[src/rtl/multicycle_control_pkg.sv]
// Shared MIPS definitions: opcode constants, ALUOp encodings consumed by
// ALUControlUnit, datapath mux encodings and the controller state codes.
// Ports: none (package).
package multicycle_control_pkg;

    localparam logic [5:0] OP_R    = 6'd0;
    localparam logic [5:0] OP_J    = 6'd2;
    localparam logic [5:0] OP_BEQ  = 6'd4;
    localparam logic [5:0] OP_ADDI = 6'd8;
    localparam logic [5:0] OP_LW   = 6'd35;
    localparam logic [5:0] OP_SW   = 6'd43;

    localparam logic [1:0] ALUOP_ADD   = 2'b00;
    localparam logic [1:0] ALUOP_SUB   = 2'b01;
    localparam logic [1:0] ALUOP_FUNCT = 2'b10;

    localparam logic [1:0] PCSRC_ALU    = 2'b00;
    localparam logic [1:0] PCSRC_ALUOUT = 2'b01;
    localparam logic [1:0] PCSRC_JUMP   = 2'b10;

    localparam logic [1:0] SRCB_REGB    = 2'b00;
    localparam logic [1:0] SRCB_FOUR    = 2'b01;
    localparam logic [1:0] SRCB_IMM     = 2'b10;
    localparam logic [1:0] SRCB_IMM_SH2 = 2'b11;

    typedef enum logic [3:0] {
        ST_FETCH  = 4'd0,
        ST_DECODE = 4'd1,
        ST_MEMADR = 4'd2,
        ST_MEMRD  = 4'd3,
        ST_MEMWB  = 4'd4,
        ST_MEMWR  = 4'd5,
        ST_EXEC   = 4'd6,
        ST_RCOMP  = 4'd7,
        ST_BRANCH = 4'd8,
        ST_JUMP   = 4'd9,
        ST_ADDIEX = 4'd10,
        ST_ADDIWB = 4'd11
    } state_t;

endpackage

[src/rtl/multicycle_control.sv]
// Multicycle MIPS main controller (Moore FSM).
// Ports:
//   clk, reset        - rising-edge clock, synchronous active-high reset
//   Op[5:0]           - IR[31:26], examined in DECODE / MEMADR
//   MemReady          - memory access completes this cycle
//   PCWrite .. RegDst - single-bit datapath controls
//   PCSource, ALUOp, ALUSrcB - 2-bit datapath mux / ALU controls
//   State[3:0]        - current state code (debug)
//   Illegal           - one-cycle pulse when DECODE sees an unsupported opcode
//
// state  | meaning
// -------+--------------------------------------------------
// FETCH  | read instruction, PC+4; waits for MemReady
// DECODE | register read, branch target into ALUOut
// MEMADR | effective address for lw/sw
// MEMRD  | data read; waits for MemReady
// MEMWB  | load result to rt
// MEMWR  | data write; waits for MemReady
// EXEC   | R-type ALU operation
// RCOMP  | R-type result to rd
// BRANCH | beq compare, conditional PC update
// JUMP   | PC <= jump target
// ADDIEX | rs + sign-ext imm
// ADDIWB | addi result to rt
// 12-15  | unreachable; all outputs 0, return to FETCH
import multicycle_control_pkg::*;

module multicycle_control (
    input  logic       clk,
    input  logic       reset,
    input  logic [5:0] Op,
    input  logic       MemReady,
    output logic       PCWrite,
    output logic       PCWriteCond,
    output logic       IorD,
    output logic       MemRead,
    output logic       MemWrite,
    output logic       MemtoReg,
    output logic       IRWrite,
    output logic       ALUSrcA,
    output logic       RegWrite,
    output logic       RegDst,
    output logic [1:0] PCSource,
    output logic [1:0] ALUOp,
    output logic [1:0] ALUSrcB,
    output logic [3:0] State,
    output logic       Illegal
);

    state_t r_state;
    state_t w_next_state;

    always_ff @(posedge clk) begin
        if (reset) begin
            r_state <= ST_FETCH;
        end else begin
            r_state <= w_next_state;
        end
    end

    always_comb begin
        w_next_state = ST_FETCH;
        PCWrite      = 1'b0;
        PCWriteCond  = 1'b0;
        IorD         = 1'b0;
        MemRead      = 1'b0;
        MemWrite     = 1'b0;
        MemtoReg     = 1'b0;
        IRWrite      = 1'b0;
        ALUSrcA      = 1'b0;
        RegWrite     = 1'b0;
        RegDst       = 1'b0;
        PCSource     = PCSRC_ALU;
        ALUOp        = ALUOP_ADD;
        ALUSrcB      = SRCB_REGB;
        Illegal      = 1'b0;

        case (r_state)
            ST_FETCH: begin
                MemRead = 1'b1;
                ALUSrcB = SRCB_FOUR;
                // The instruction latch and PC+4 only commit on the completing
                // cycle; suppressed during reset so nothing is written then.
                IRWrite = MemReady && !reset;
                PCWrite = MemReady && !reset;
                w_next_state = MemReady ? ST_DECODE : ST_FETCH;
            end
            ST_DECODE: begin
                ALUSrcB = SRCB_IMM_SH2;
                case (Op)
                    OP_R:          w_next_state = ST_EXEC;
                    OP_LW, OP_SW:  w_next_state = ST_MEMADR;
                    OP_BEQ:        w_next_state = ST_BRANCH;
                    OP_J:          w_next_state = ST_JUMP;
                    OP_ADDI:       w_next_state = ST_ADDIEX;
                    default: begin
                        w_next_state = ST_FETCH;
                        Illegal      = !reset;
                    end
                endcase
            end
            ST_MEMADR: begin
                ALUSrcA = 1'b1;
                ALUSrcB = SRCB_IMM;
                if (Op == OP_LW) begin
                    w_next_state = ST_MEMRD;
                end else if (Op == OP_SW) begin
                    w_next_state = ST_MEMWR;
                end else begin
                    w_next_state = ST_FETCH;
                end
            end
            ST_MEMRD: begin
                MemRead = 1'b1;
                IorD    = 1'b1;
                w_next_state = MemReady ? ST_MEMWB : ST_MEMRD;
            end
            ST_MEMWB: begin
                RegWrite = 1'b1;
                MemtoReg = 1'b1;
                w_next_state = ST_FETCH;
            end
            ST_MEMWR: begin
                MemWrite = 1'b1;
                IorD     = 1'b1;
                w_next_state = MemReady ? ST_FETCH : ST_MEMWR;
            end
            ST_EXEC: begin
                ALUSrcA = 1'b1;
                ALUOp   = ALUOP_FUNCT;
                w_next_state = ST_RCOMP;
            end
            ST_RCOMP: begin
                RegWrite = 1'b1;
                RegDst   = 1'b1;
                w_next_state = ST_FETCH;
            end
            ST_BRANCH: begin
                ALUSrcA     = 1'b1;
                ALUOp       = ALUOP_SUB;
                PCWriteCond = 1'b1;
                PCSource    = PCSRC_ALUOUT;
                w_next_state = ST_FETCH;
            end
            ST_JUMP: begin
                PCWrite  = 1'b1;
                PCSource = PCSRC_JUMP;
                w_next_state = ST_FETCH;
            end
            ST_ADDIEX: begin
                ALUSrcA = 1'b1;
                ALUSrcB = SRCB_IMM;
                w_next_state = ST_ADDIWB;
            end
            ST_ADDIWB: begin
                RegWrite = 1'b1;
                w_next_state = ST_FETCH;
            end
            default: begin
                w_next_state = ST_FETCH;
            end
        endcase
    end

    assign State = r_state;

endmodule

[config.mk]
export PLATFORM = sky130hd
export DESIGN_NAME = multicycle_control
export DESIGN_NICKNAME = d
export VERILOG_FILES = /design/src/rtl/multicycle_control_pkg.sv /design/src/rtl/multicycle_control.sv
export SDC_FILE = /design/constraint.sdc
export NUM_CORES = 1
export LEC_CHECK = 0
export ABC_CLOCK_PERIOD_IN_PS = 1600
export CAP_MARGIN = 20
export CORE_MARGIN = 2
export CORE_UTILIZATION = 39
export DETAILED_ROUTE_END_ITERATION = 8
export GPL_TIMING_DRIVEN = 0
export HOLD_SLACK_MARGIN = 0.05
export PLACE_DENSITY = 0.89
export SETUP_SLACK_MARGIN = 0.02
export SLEW_MARGIN = 20
export SYNTH_ARGS = -nofsm -noshare
export SYNTH_HDL_FRONTEND = slang
export SYNTH_SLANG_ARGS = --single-unit
[constraint.sdc]
create_clock -name clk -period 1.6 [get_ports clk]
set_input_delay 0.32 -clock clk [delete_from_list [all_inputs] [get_ports clk]]
set_output_delay 0.32 -clock clk [all_outputs]
set_load 0.01 [all_outputs]
# Word-level counts from Yosys, hierarchy flattened
# Cells that the tools add are included.
[totals]
ff_bits = 4
latch_bits = 0
mem_bits_rw = 0
rom_bits = 0
output_inout_bits = 21
word_cells = 50
memories = 0
[classes]
addsub = 0
mul = 0
div = 0
magnitude_cmp = 0
n_eq_ne = 16
n_shift = 0
mux = 22
bitwise = 0
n_reduce_logical = 11
[ops]
columns = ["operator", "count"]
rows = [
  ["case mux 4 bit (7 select lines)", 1],
  ["case mux 4 bit (5 select lines)", 1],
  ["== test 4 x 3 -> 1 bit, second input constant", 4],
  ["== test 4 bit, second input constant", 4],
  ["== test 6 bit, second input constant", 2],
  ["2-to-1 mux 1 bit", 12],
  ["2-to-1 mux 3 bit", 4],
  ["== test 4 x 2 -> 1 bit, second input constant", 2],
  ["case mux 2 bit (2 select lines)", 2],
  ["OR reduction 2 bit", 4],
  ["== test 6 x 2 -> 1 bit, second input constant", 1],
  ["== test 6 x 3 -> 1 bit, second input constant", 1],
  ["== test 6 x 4 -> 1 bit, second input constant", 1],
  ["zero test 6 bit", 1],
  ["case mux 2 bit (3 select lines)", 1],
  ["OR reduction 6 bit", 1],
  ["== test 4 x 1 -> 1 bit, second input constant", 1],
  ["zero test 4 bit", 1],
  ["OR reduction 4 bit", 1],
  ["OR reduction 3 bit", 1],
  ["case mux 1 bit (2 select lines)", 1],
  ["logical AND 1 bit", 1],
  ["zero test 1 bit", 1],
]

# Logic depth before layout (Yosys ltp)
# Gate-level depths: netlist of the first run.
[depth]
word_depth = 4
ltp_mapped = 5

# Worst setup path after synthesis of the first run
# Ideal clock, no wire load.
[synth_path]
kind = "register to output"
start = "reg r_state[0] (netlist: State[0])"
end = "out Illegal"
arrival_time_ns = 1.148
required_time_ns = 1.280
slack_ns = 0.132
path_stages_with_launch = 6
n_path_buf = 1
path_cell_list = "dfxtp_1 buf_2 nand2b_4 nor2_2 nand2_1 nor3_1"
[synth_via]
elab_chain_len = 2
[synth_lines]
columns = ["element", "line_no", "text"]
rows = [
  ["start: declaration", "multicycle_control.sv:50", "state_t r_state;"],
  ["start signal: assignment", "multicycle_control.sv:57", "r_state <= w_next_state;"],
  ["== test 4 x 1 -> 1 bit", "multicycle_control.sv:78", "case (r_state)"],
  ["2-to-1 mux 1 bit", "multicycle_control.sv:78", ""],
  ["end: declaration", "multicycle_control.sv:47", "output logic Illegal"],
]
# Every way passes these cells.

# Final worst setup path of the first run
[layout_path]
start = "reg r_state[2] (netlist: State[2])"
end = "out IRWrite"
[layout_via]
elab_chain_len = 2
[layout_lines]
columns = ["element", "line_no", "text"]
rows = [
  ["zero test 4 bit", "multicycle_control.sv:78", ""],
  ["2-to-1 mux 1 bit", "multicycle_control.sv:78", ""],
  ["end: declaration", "multicycle_control.sv:39", "output logic IRWrite,"],
]
# Every way passes these cells.

==> results of run 1 <==
==> area by class of cell <==
type	instances	share of cell area
inverters	3	0.0160
clock buffers	3	0.0192
plain buffers	5	0.0512
repair buffers	53	0.349
well taps	16	0.0171
multi-input cells	70	0.469
flip-flops and latches	4	0.0789
==> layer usage <==
layer,global-route usage,vias up,share of wire
li1,-,416,-
met1,0.274,447,0.36
met2,0.491,79,0.50
met4,0.106,0,0.066
met3,0.00851,27,0.077
met5,0,-,0
==> repair_timing <==
action,4_1_cts,5_1_grt
endpoints found under the hold margin,0,0
endpoints found under the setup margin,18,13
hold buffers,0,0
buffers inserted,15,9
pin swaps,5,9
resized for setup,96,30
==> where the power goes <==
group	leakage, nW	internal, mW	switching (mW)
registers	0.0352	0.0987	0.00231
clock network	0.0138	0.0842	0.0461
logic	0.487	0.0970	0.106
==> cell usage in the layout (no fill, tap or decap), types with 2 or more instances in the layout <==
master,n
buf_4,22
buf_2,13
nor2_1,10
buf_6,6
nor2_4,5
a21oi_1,4
clkbuf_2,4
clkdlybuf4s50_1,4
dfxtp_4,3
nand2b_1,3
nand2b_4,3
nor3_1,3
a21oi_2,3
o21ai_1,3
clkbuf_4,3
dlygate4sd2_1,3
buf_8,2
nand2_1,2
a211oi_2,2
o21ai_0,2
nand3_1,2
nor3_2,2
nor4_1,2
a31oi_1,2
dlymetal6s2s_1,2
==> worst paths after layout <==
check	startpoint	end	slack [ns]	depth (start not counted)
worst max-delay path	State[2]	IRWrite	-0.15	6
worst min-delay path	Op[5]	State[1]	0.47	4
worst min register to register	State[3]	State[3]	0.71	2
worst max register to register	State[2]	State[2]	-0.02	7
==> cell families (layout without fill, tap and decap cells) <==
family / after synthesis / count (layout) / share of synthesized area
simple gates: 45 / 45 / 0.443
buf+inv: 10 / 64 / 0.132
compound gates: 23 / 23 / 0.260
xor+xnor: 2 / 2 / 0.0298
flops: 4 / 4 / 0.136
==> worst max-delay path, delay by kind of cell (launching register included) <==
family | cells | cell delay (ns)
buffers and inverters | 3 | 0.41
DFF | 1 | 0.35
and+or+nand+nor | 3 | 0.42
==> results.ini, run 1 <==
[yosys]
yosysTopAreaCellShare = 0.136
avgSynthCellArea_um2 = 7.00
ys_seq_elements = 4
seq_area_frac_synth = 0.136
netlist_top_cells_area = dfxtp_1 14%, nor2_1 9.6%, buf_6 5.7%
synth-async-reset-ratio = 0
yosys_warnings = 0
synth.most_common_cell = nor2_1
synth_top_area_cell = dfxtp_1
synth_edf_count = 0
syn_nets = 93
synth_cells = 84
synthFlopType = dfxtp_1
synth.distinct_cells = 41
synthTopCellsByCount = 15 x nor2_1, 6 x a21oi_1, 5 x nand2b_1
synthesis.area_um2 = 588

[worst_setup_path]
start_kind = flop
crit_slowest_cell = dfxtp_4
required_ns = 1.28
path_class = reg2out
crit_chain = buf_6, buf_8, nor2_4, nand3b_1, nor2_1, buf_2
cp_max_fo = 4
max_stage_delay_ns = 0.35
crit_path_end_kind = primary output
arrival_ns = 1.43

[sta]
max_freq_mhz = 571
hold_viol_final = 0
setup_viol = 8
fin_ws_ns = -0.151
rsz0062_at_grt = true
period_needed_ns = 1.75
slew_viol_final = 0
timing.hold.ws_ns = 0.468
timing.final.crit_share = 1.09
finClkSkew_ns = 0.00153
max-slew-margin-rel = 0.799
fin_tns_setup_ns = -0.448
worst_pin_slew_ns = 0.299

[grt]
grt_overflow = 0
grt_max_degree = 11
grt_pass1_vias = 845
antenna_found_initial = 0
grt_usage = 0.252
grt_pass1_wl_um = 3670

[placed_design]
dp.cells = 129
gp_congestion = 0.896
port_buffers = 29
hpwlAfterDp_um = 1290
preCtsSetupSlack_ns = -0.800
placed_area_um2 = 898

[floorplan]
rows = 14
start_util = 0.404
core_region_area_um2 = 1450
io_pins = 30
die_x_um = 42.8
die_h_um = 42.8
die_area_um2 = 1830

[cells_and_area]
diodes = 0
layout-drive-gt1-share = 0.594
final_cells = 154
utilization = 0.807
ff_latch_area_um2 = 92.6
multi_input_area_um2 = 551
final_area_um2 = 1170
nets = 149
largest_reg_flops = 4
filler_cell_count = 93
area_growth_pct = 99.6

[routing]
firstDrtPassIters = 4
vias_per_cell = 6.29
drc = 0
wl_per_cell_um = 18.5
wl_um = 2850
num_vias = 969
first_iter_violations = 34
ant_nets = 0

[power]
p_leak_nw = 0.536
ir_drop_mv = 0.295
power_mw = 0.434
power_density_nw_per_um2 = 370

[hold_path]
hold_class = in2reg

[clocking]
cts_tree = done
clock_latency_ns = 0.24
cts_root_buffer = clkbuf_4
h-tree-depth = 1
clock_sinks = 4
clkTransAtPathRegs_ns = 0.04
numCtsBuffers = 3
clockBufferDepth = 2

[status]
status = finished, violations left
violations = setup timing

[run]
cap_violations = 0

Note: power is estimated with default switching activity, not from simulation.
==> inputs of run 2 (changes only) <==
--- a/config.mk
+++ b/config.mk
@@ -14,7 +14,7 @@
 export HOLD_SLACK_MARGIN = 0.05
 export PLACE_DENSITY = 0.89
 export SETUP_SLACK_MARGIN = 0.02
-export SLEW_MARGIN = 20
+export SLEW_MARGIN = 30
 export SYNTH_ARGS = -nofsm -noshare
 export SYNTH_HDL_FRONTEND = slang
 export SYNTH_SLANG_ARGS = --single-unit
==> results of run 2 <==
The final DEF is identical to that of run 1; final timing and power are the same.
